`src/rtl/ncl_sync_tx.sv`:
```
// ncl_sync_tx: synchronous-to-NCL boundary transmitter.
// Each accepted single-rail word leaves as a dual-rail DATA wavefront, then NULL, paced by ko.
module ncl_sync_tx #(
    parameter int WIDTH       = 4,
    parameter int SYNC_STAGES = 2,
    parameter int TO_CYCLES   = 255
) (
    input  logic             clk,
    input  logic             rst_n,
    input  logic             in_valid,
    input  logic [WIDTH-1:0] in_data,
    output logic             in_ready,
    input  logic             ko,
    output logic [WIDTH-1:0] rail1,
    output logic [WIDTH-1:0] rail0,
    output logic             busy,
    output logic             err,
    output logic [15:0]      tx_count
);

    // state   | meaning
    // ST_RFD  | rails NULL, accepting a word while ko_s is high
    // ST_DATA | DATA wavefront driven, waiting for ko_s low
    // ST_NULL | NULL wavefront driven, waiting for ko_s high
    typedef enum logic [1:0] {
        ST_RFD  = 2'd0,
        ST_DATA = 2'd1,
        ST_NULL = 2'd2
    } state_t;

    localparam logic [15:0] TO_W = 16'(TO_CYCLES);

    state_t                 state_q, state_d;
    logic [SYNC_STAGES-1:0] ko_sync_q, ko_sync_d;
    logic [WIDTH-1:0]       data_q, data_d;
    logic [15:0]            wait_q, wait_d;
    logic                   err_q, err_d;
    logic [15:0]            tx_count_q, tx_count_d;
    logic [WIDTH-1:0]       rail1_q, rail1_d;
    logic [WIDTH-1:0]       rail0_q, rail0_d;
    logic                   in_ready_q, in_ready_d;
    logic                   busy_q, busy_d;
    logic                   ko_s;

    assign ko_s = ko_sync_q[SYNC_STAGES-1];

    always_comb begin
        ko_sync_d  = {ko_sync_q[SYNC_STAGES-2:0], ko};
        state_d    = state_q;
        data_d     = data_q;
        wait_d     = wait_q;
        err_d      = err_q;
        tx_count_d = tx_count_q;

        case (state_q)
            ST_RFD: begin
                wait_d = '0;
                if (in_valid && in_ready_q) begin
                    data_d  = in_data;
                    state_d = ST_DATA;
                end
            end
            ST_DATA: begin
                if (!ko_s) begin
                    state_d    = ST_NULL;
                    wait_d     = '0;
                    tx_count_d = tx_count_q + 16'd1;
                end else if (wait_q != TO_W) begin
                    wait_d = wait_q + 16'd1;
                end
            end
            ST_NULL: begin
                if (ko_s) begin
                    state_d = ST_RFD;
                    wait_d  = '0;
                end else if (wait_q != TO_W) begin
                    wait_d = wait_q + 16'd1;
                end
            end
            default: begin
                state_d = ST_RFD;
                wait_d  = '0;
            end
        endcase

        err_d = err_q | (wait_d == TO_W);

        // Outputs are registered from next-state so they line up with the state they describe;
        // in_ready looks one sync stage ahead so the registered flag equals ko_s while in RFD.
        rail1_d    = (state_d == ST_DATA) ? data_d  : '0;
        rail0_d    = (state_d == ST_DATA) ? ~data_d : '0;
        busy_d     = (state_d != ST_RFD);
        in_ready_d = (state_d == ST_RFD) && ko_sync_d[SYNC_STAGES-1];
    end

    always_ff @(posedge clk or negedge rst_n) begin
        if (!rst_n) begin
            ko_sync_q  <= '0;
            state_q    <= ST_RFD;
            data_q     <= '0;
            wait_q     <= '0;
            err_q      <= 1'b0;
            tx_count_q <= '0;
            rail1_q    <= '0;
            rail0_q    <= '0;
            in_ready_q <= 1'b0;
            busy_q     <= 1'b0;
        end else begin
            ko_sync_q  <= ko_sync_d;
            state_q    <= state_d;
            data_q     <= data_d;
            wait_q     <= wait_d;
            err_q      <= err_d;
            tx_count_q <= tx_count_d;
            rail1_q    <= rail1_d;
            rail0_q    <= rail0_d;
            in_ready_q <= in_ready_d;
            busy_q     <= busy_d;
        end
    end

    assign in_ready = in_ready_q;
    assign rail1    = rail1_q;
    assign rail0    = rail0_q;
    assign busy     = busy_q;
    assign err      = err_q;
    assign tx_count = tx_count_q;

endmodule
```
`config.mk`:
```
export PLATFORM = sky130hd
export DESIGN_NAME = ncl_sync_tx
export DESIGN_NICKNAME = d
export VERILOG_FILES = /design/src/rtl/ncl_sync_tx.sv
export SDC_FILE = /design/constraint.sdc
export NUM_CORES = 1
export LEC_CHECK = 0
export ABC_CLOCK_PERIOD_IN_PS = 5500
export CORE_ASPECT_RATIO = 0.75
export CORE_UTILIZATION = 53
export CTS_BUF_LIST = sky130_fd_sc_hd__clkbuf_4 sky130_fd_sc_hd__clkbuf_8
export CTS_CLUSTER_SIZE = 28
export DETAILED_ROUTE_END_ITERATION = 10
export GPL_TIMING_DRIVEN = 0
export MAX_ROUTING_LAYER = met4
export PLACE_DENSITY_LB_ADDON = 0.25
export SYNTH_ARGS = -nofsm -noshare
export SYNTH_HDL_FRONTEND = slang
export SYNTH_SLANG_ARGS = --single-unit
```
`constraint.sdc`:
```
create_clock -name clk -period 5.5 [get_ports clk]
set_input_delay 1.375 -clock clk [delete_from_list [all_inputs] [get_ports clk]]
set_output_delay 1.375 -clock clk [all_outputs]
set_load 0.05 [all_outputs]
```
* After elaboration in Yosys (flattened, before gate mapping)
Index checks and enable logic that the tools add are counted.
Word-level totals: bits in registers 51, bits of input ports 8, output and inout port bits 27, logic and storage cells 38
Operators by class: $add $sub $neg 2, eq/ne operators 5, multiplexer cells 12, bitwise operators 3, reductions and logical operators 6
Operators with widths (count):
- 16-bit 2-to-1 mux | 3
- 16-bit by 1-bit adder with 16-bit output (second input constant) | 2
- 16-bit one-hot mux with 2 select lines | 1
- 16-bit by 8-bit equality test with 1-bit output (second input constant) | 1
- 4-bit 2-to-1 mux | 4
- 16-bit by 8-bit inequality test with 1-bit output (second input constant) | 1
- 2-bit 2-to-1 mux | 3
- 2-bit one-hot mux with 3 select lines | 1
- 2-bit by 1-bit equality test with 1-bit output (second input constant) | 2
- 2-bit logical NOT | 2
- 4-bit inverter | 1
- 2-bit equality test (second input constant) | 1
- 1-bit logical AND | 2
- 2-bit AND reduction | 1
- 2-bit nonzero test | 1
- 1-bit inverter | 1
- 1-bit OR | 1

* Depth between registers and ports, before layout
depth after elaboration 6, gate-level depth with buffers 9, depth with buffers taken out 8

* Least setup slack after synthesis
OpenSTA, ideal clock, no wires.
path type register -> register, from reg wait_q[11], to reg err_q (netlist: err), library setup time 0.104 ns, arrival time 2.129 ns, data required time 5.396 ns, slack 3.267 ns, stages on the path, launching flop included 7, path buffers 0, period minus slack after synthesis 2.233 ns, cells stage by stage dfrtp_1 or4_4 nor4_1 nor3_1 xnor2_1 nand4b_1 o41ai_2
Between the ends: word-level cells in the longest chain between the ends 6, elaborated cells on any way between the ends 8, classes of those cells 1 x add/sub; 2 x eq/ne; 4 x mux; 1 x bitwise
RTL lines:
- start, declared | line 36 | logic [15:0] wait_q, wait_d;
- start signal, assigned | line 112 | wait_q <= wait_d;
- 16-bit by 1-bit adder with 16-bit output / 16-bit by 8-bit inequality test with 1-bit output (equally long branches)
- 16-bit 2-to-1 mux * | line 68, 76
- 16-bit 2-to-1 mux (on tied branches) | line 73, 64
- 16-bit one-hot mux with 2 select lines * | line 55 | case (state_q)
- 16-bit by 8-bit equality test with 1-bit output * | line 86 | err_d = err_q | (wait_d == TO_W);
- 1-bit OR * | line 86
- via err_d | line 37 | logic err_q, err_d;
- end signal, assigned | line 113 | err_q <= err_d;
- end, declared | line 37
The timed path passes the listed nets; every way through them passes the cells marked *. A chain may end at the register's enable or synchronous reset.

* Worst setup path after layout
from reg tx_count_q[0] (netlist: tx_count[0]), to out tx_count[0]
RTL lines:
- start, declared | line 38 | logic [15:0] tx_count_q, tx_count_d;
- start signal, assigned | line 114 | tx_count_q <= tx_count_d;
- end, declared | line 18 | output logic [15:0] tx_count
No word-level cell between the ends.

==> results.cfg <==
[die]
die_area_um2 = 4630
die_h_um = 59.2
initial_utilization = 0.563
core_region_area_um2 = 4100
pin_count = 35
die_w_um = 78.2
fp-row-count = 20

[critical_path]
reg2reg_from = wait_q[11]$_DFF_PN0_
critical_path_arrival_ns = 1.62
slowest_delay_ns = 0.85
critPathTopFamily = buffers and inverters
crit_chain = clkdlybuf4s50_1
end_kind = output port
path_class = flop to output port
slowest_stage = clkdlybuf4s50_1
worstPathRequired_ns = 4.12
cp-start-kind = flop
cp_num_buf_inv = 1
r2r_end = err$_DFF_PN0_
critPathMaxFanout = 6
ff2ff_setup_slack_ns = 2.91
rr_worst_depth = 6

[detailed_routing]
vias = 1671
wirelength_mm = 4.33
viasPerCell = 5.46
drc_errors = 0
ant_nets = 0
wl_per_cell_um = 14.1
drt_pass1_iterations = 4
drtIter0Drc = 113

[synth]
synth_xor_area_frac = 0.0872
synth.distinct_cells = 37
synth_edf_count = 0
synth_top_family_by_area = simple AND/OR/NAND/NOR gates
synth_area_um2 = 2310
synth-seq-cells = 51
synth_ff_type = dfrtp_1
synth_cells = 208
post_synth_fa_ha_maj_area_fraction = 0.0325
yosysWarnings = 0
synth.yosys.seq_area_share = 0.553
synth.avg_cell_area_um2 = 11.1
ys_top_cells_by_area = dfrtp_1 (55%), xnor2_1 (6.8%), ha_1 (3.3%)
yosysTopAreaCell = dfrtp_1
synth_compound_area_frac = 0.0742
netlist.area_leader.share = 0.553
syn_nets = 222
synthArstFlopShare = 1.00
synth_mux_area_frac = 0.0336
synthSimpleGateAreaFrac = 0.203

[timing]
fmax_mhz = 334
finalMaxSlewViolations = 0
period_share = 0.544
hold_viol_final = 0
skew_ns = 0.00697
relSlewSlack = 0.569
min_period_ns = 2.99
tightest_slew_ns = 0.641
hold_slack_ns = 0.410
rsz0062_at_grt = no
finalSetupTns_ns = 0
setup_viol = 0

[place]
dp.cells = 298
dpl.hpwl_mm = 3.23
gp_congestion = 0.893
port_buffers = 34

[clock_network]
cts_setup_buffers = 0
clock_latency_ns = 0.30
clkSlewWorstSetupHoldPaths_ns = 0.09
post_cts_resize_count = 0
cts_hold_buf = 0
clock_sink_count = 51
cts_buffers = 5
cts.path.max_buffers = 2
root_buffer = clkbuf_8
h-tree-depth = 2
cts_tree = done

[global_route]
grt_first_pass_wirelength_mm = 7.38
grt_pass1_vias = 1505
grt_overflow = 0
antenna_found_initial = 0
grt_max_degree = 38
grt_usage = 0.217

[cells_and_area]
final_common_cell = dfrtp_1
final_cell_mix = dfrtp_1 (51), clkdlybuf4s50_1 (33), nor2_1 (20), xnor2_1 (18), nand2_1 (14)
drive_gt1_frac = 0.0916
fin_util = 0.691
instances_no_fill = 306
finalNetCount = 264
num-fill-cells = 321
synthToLayoutAreaGrowth_pct = 22.9
diodes = 0

[min_path]
min_delay_path_depth = 0
worstHoldEndpoint = ko_sync_q[1]$_DFF_PN0_
hold_class = flop to flop
min_from = ko_sync_q[0]$_DFF_PN0_

[run_status]
outcome = finished clean

[flow_run]
maxCapViolCount = 0

[power]
peakVddDrop_v = 0.000333
p_per_area_nw_per_um2 = 399
p_leak_nw = 1.18
where the power goes:
part / leakage (nW) / internal [W] / total (W) / switching [W]
clock: 0.0505 / 0.000114 / 0.000232 / 0.000118
combinational: 0.442 / 0.000144 / 0.000414 / 0.000270
sequential: 0.685 / 0.000441 / 0.000487 / 0.0000460
total: 1.18 / 0.000699 / 0.00113 / 0.000434
cells in the mapped netlist, drive strengths merged (3+ instances only):
cell type	instances
o21ai	3
nand3	11
xnor2	18
nor3	7
nand2	14
or4	4
inv	8
nor4	4
or3	4
a31oi	3
mux2	6
a21oi	9
xor2	5
nand4	9
nor2	20
dfrtp	51
ha	6
and3	6
metrics by stage:
step	area (µm²)	total power [W]	setup WS, ns
after floorplan	2310	0.000765	3.27
after global placement	2720	0.000900	1.63
after detailed placement	2730	0.000909	2.59
after CTS	2840	0.00114	2.50
after global routing	2840	0.00119	2.45
final	2840	0.00113	2.51
state kept, by name (all words and copies together), names as in the netlist:
signal	cells
in_ready	1
busy	1
state_q	2
wait_q	16
ko_sync_q	2
err	1
rail0	4
rail1	4
tx_count	16
data_q	4
cell type report:
| type | instances | area (µm²) | area share |
|---|---|---|---|
| timing repair buffer | 35 | 355 | 0.125 |
| inverter | 8 | 30.0 | 0.0106 |
| sequential | 51 | 1280 | 0.450 |
| multi-input combinational | 147 | 993 | 0.350 |
| tap | 55 | 68.8 | 0.0243 |
| buffer | 2 | 10.0 | 0.00353 |
| clock buffer | 7 | 96.3 | 0.0340 |
| clock inverter | 1 | 7.51 | 0.00265 |
cell families (layout without fill, tap and decap cells):
group / count (synthesis) / in the layout
multiplexers: 7 / 7
AND/OR/NAND/NOR: 88 / 88
AO/OA/AOI/OAI: 23 / 23
buffers and inverters: 10 / 53
XOR/XNOR: 23 / 23
adder cells (fa/ha/maj): 6 / 6
flip-flops: 51 / 51
per-layer routing:
| metal | vias up | global-route usage | wire (µm) |
|---|---|---|---|
| li1 | 829 | - | - |
| met1 | 801 | 0.322 | 2300 |
| met2 | 36 | 0.292 | 1780 |
| met3 | 5 | 0.0446 | 207 |
| met4 | 0 | 0.0794 | 40 |
| met5 | - | - | 0 |
worst max path at each step:
| stage | start | end | slack [ns] | depth (start not counted) |
|---|---|---|---|---|
| finish | tx_count[0]$_DFFE_PN0P_ | tx_count[0] | 2.51 | 1 |
| global route | tx_count[0]$_DFFE_PN0P_ | tx_count[0] | 2.45 | 1 |
| CTS | tx_count[0]$_DFFE_PN0P_ | tx_count[0] | 2.50 | 1 |
| detailed placement | in_valid | rail0[3]$_DFF_PN0_ | 2.59 | 5 |
| global placement | rst_n | ko_sync_q[0]$_DFF_PN0_ | 1.63 | 1 |
| floorplan | wait_q[11]$_DFF_PN0_ | err$_DFF_PN0_ | 3.27 | 6 |
(Power assumes the default switching activity.)
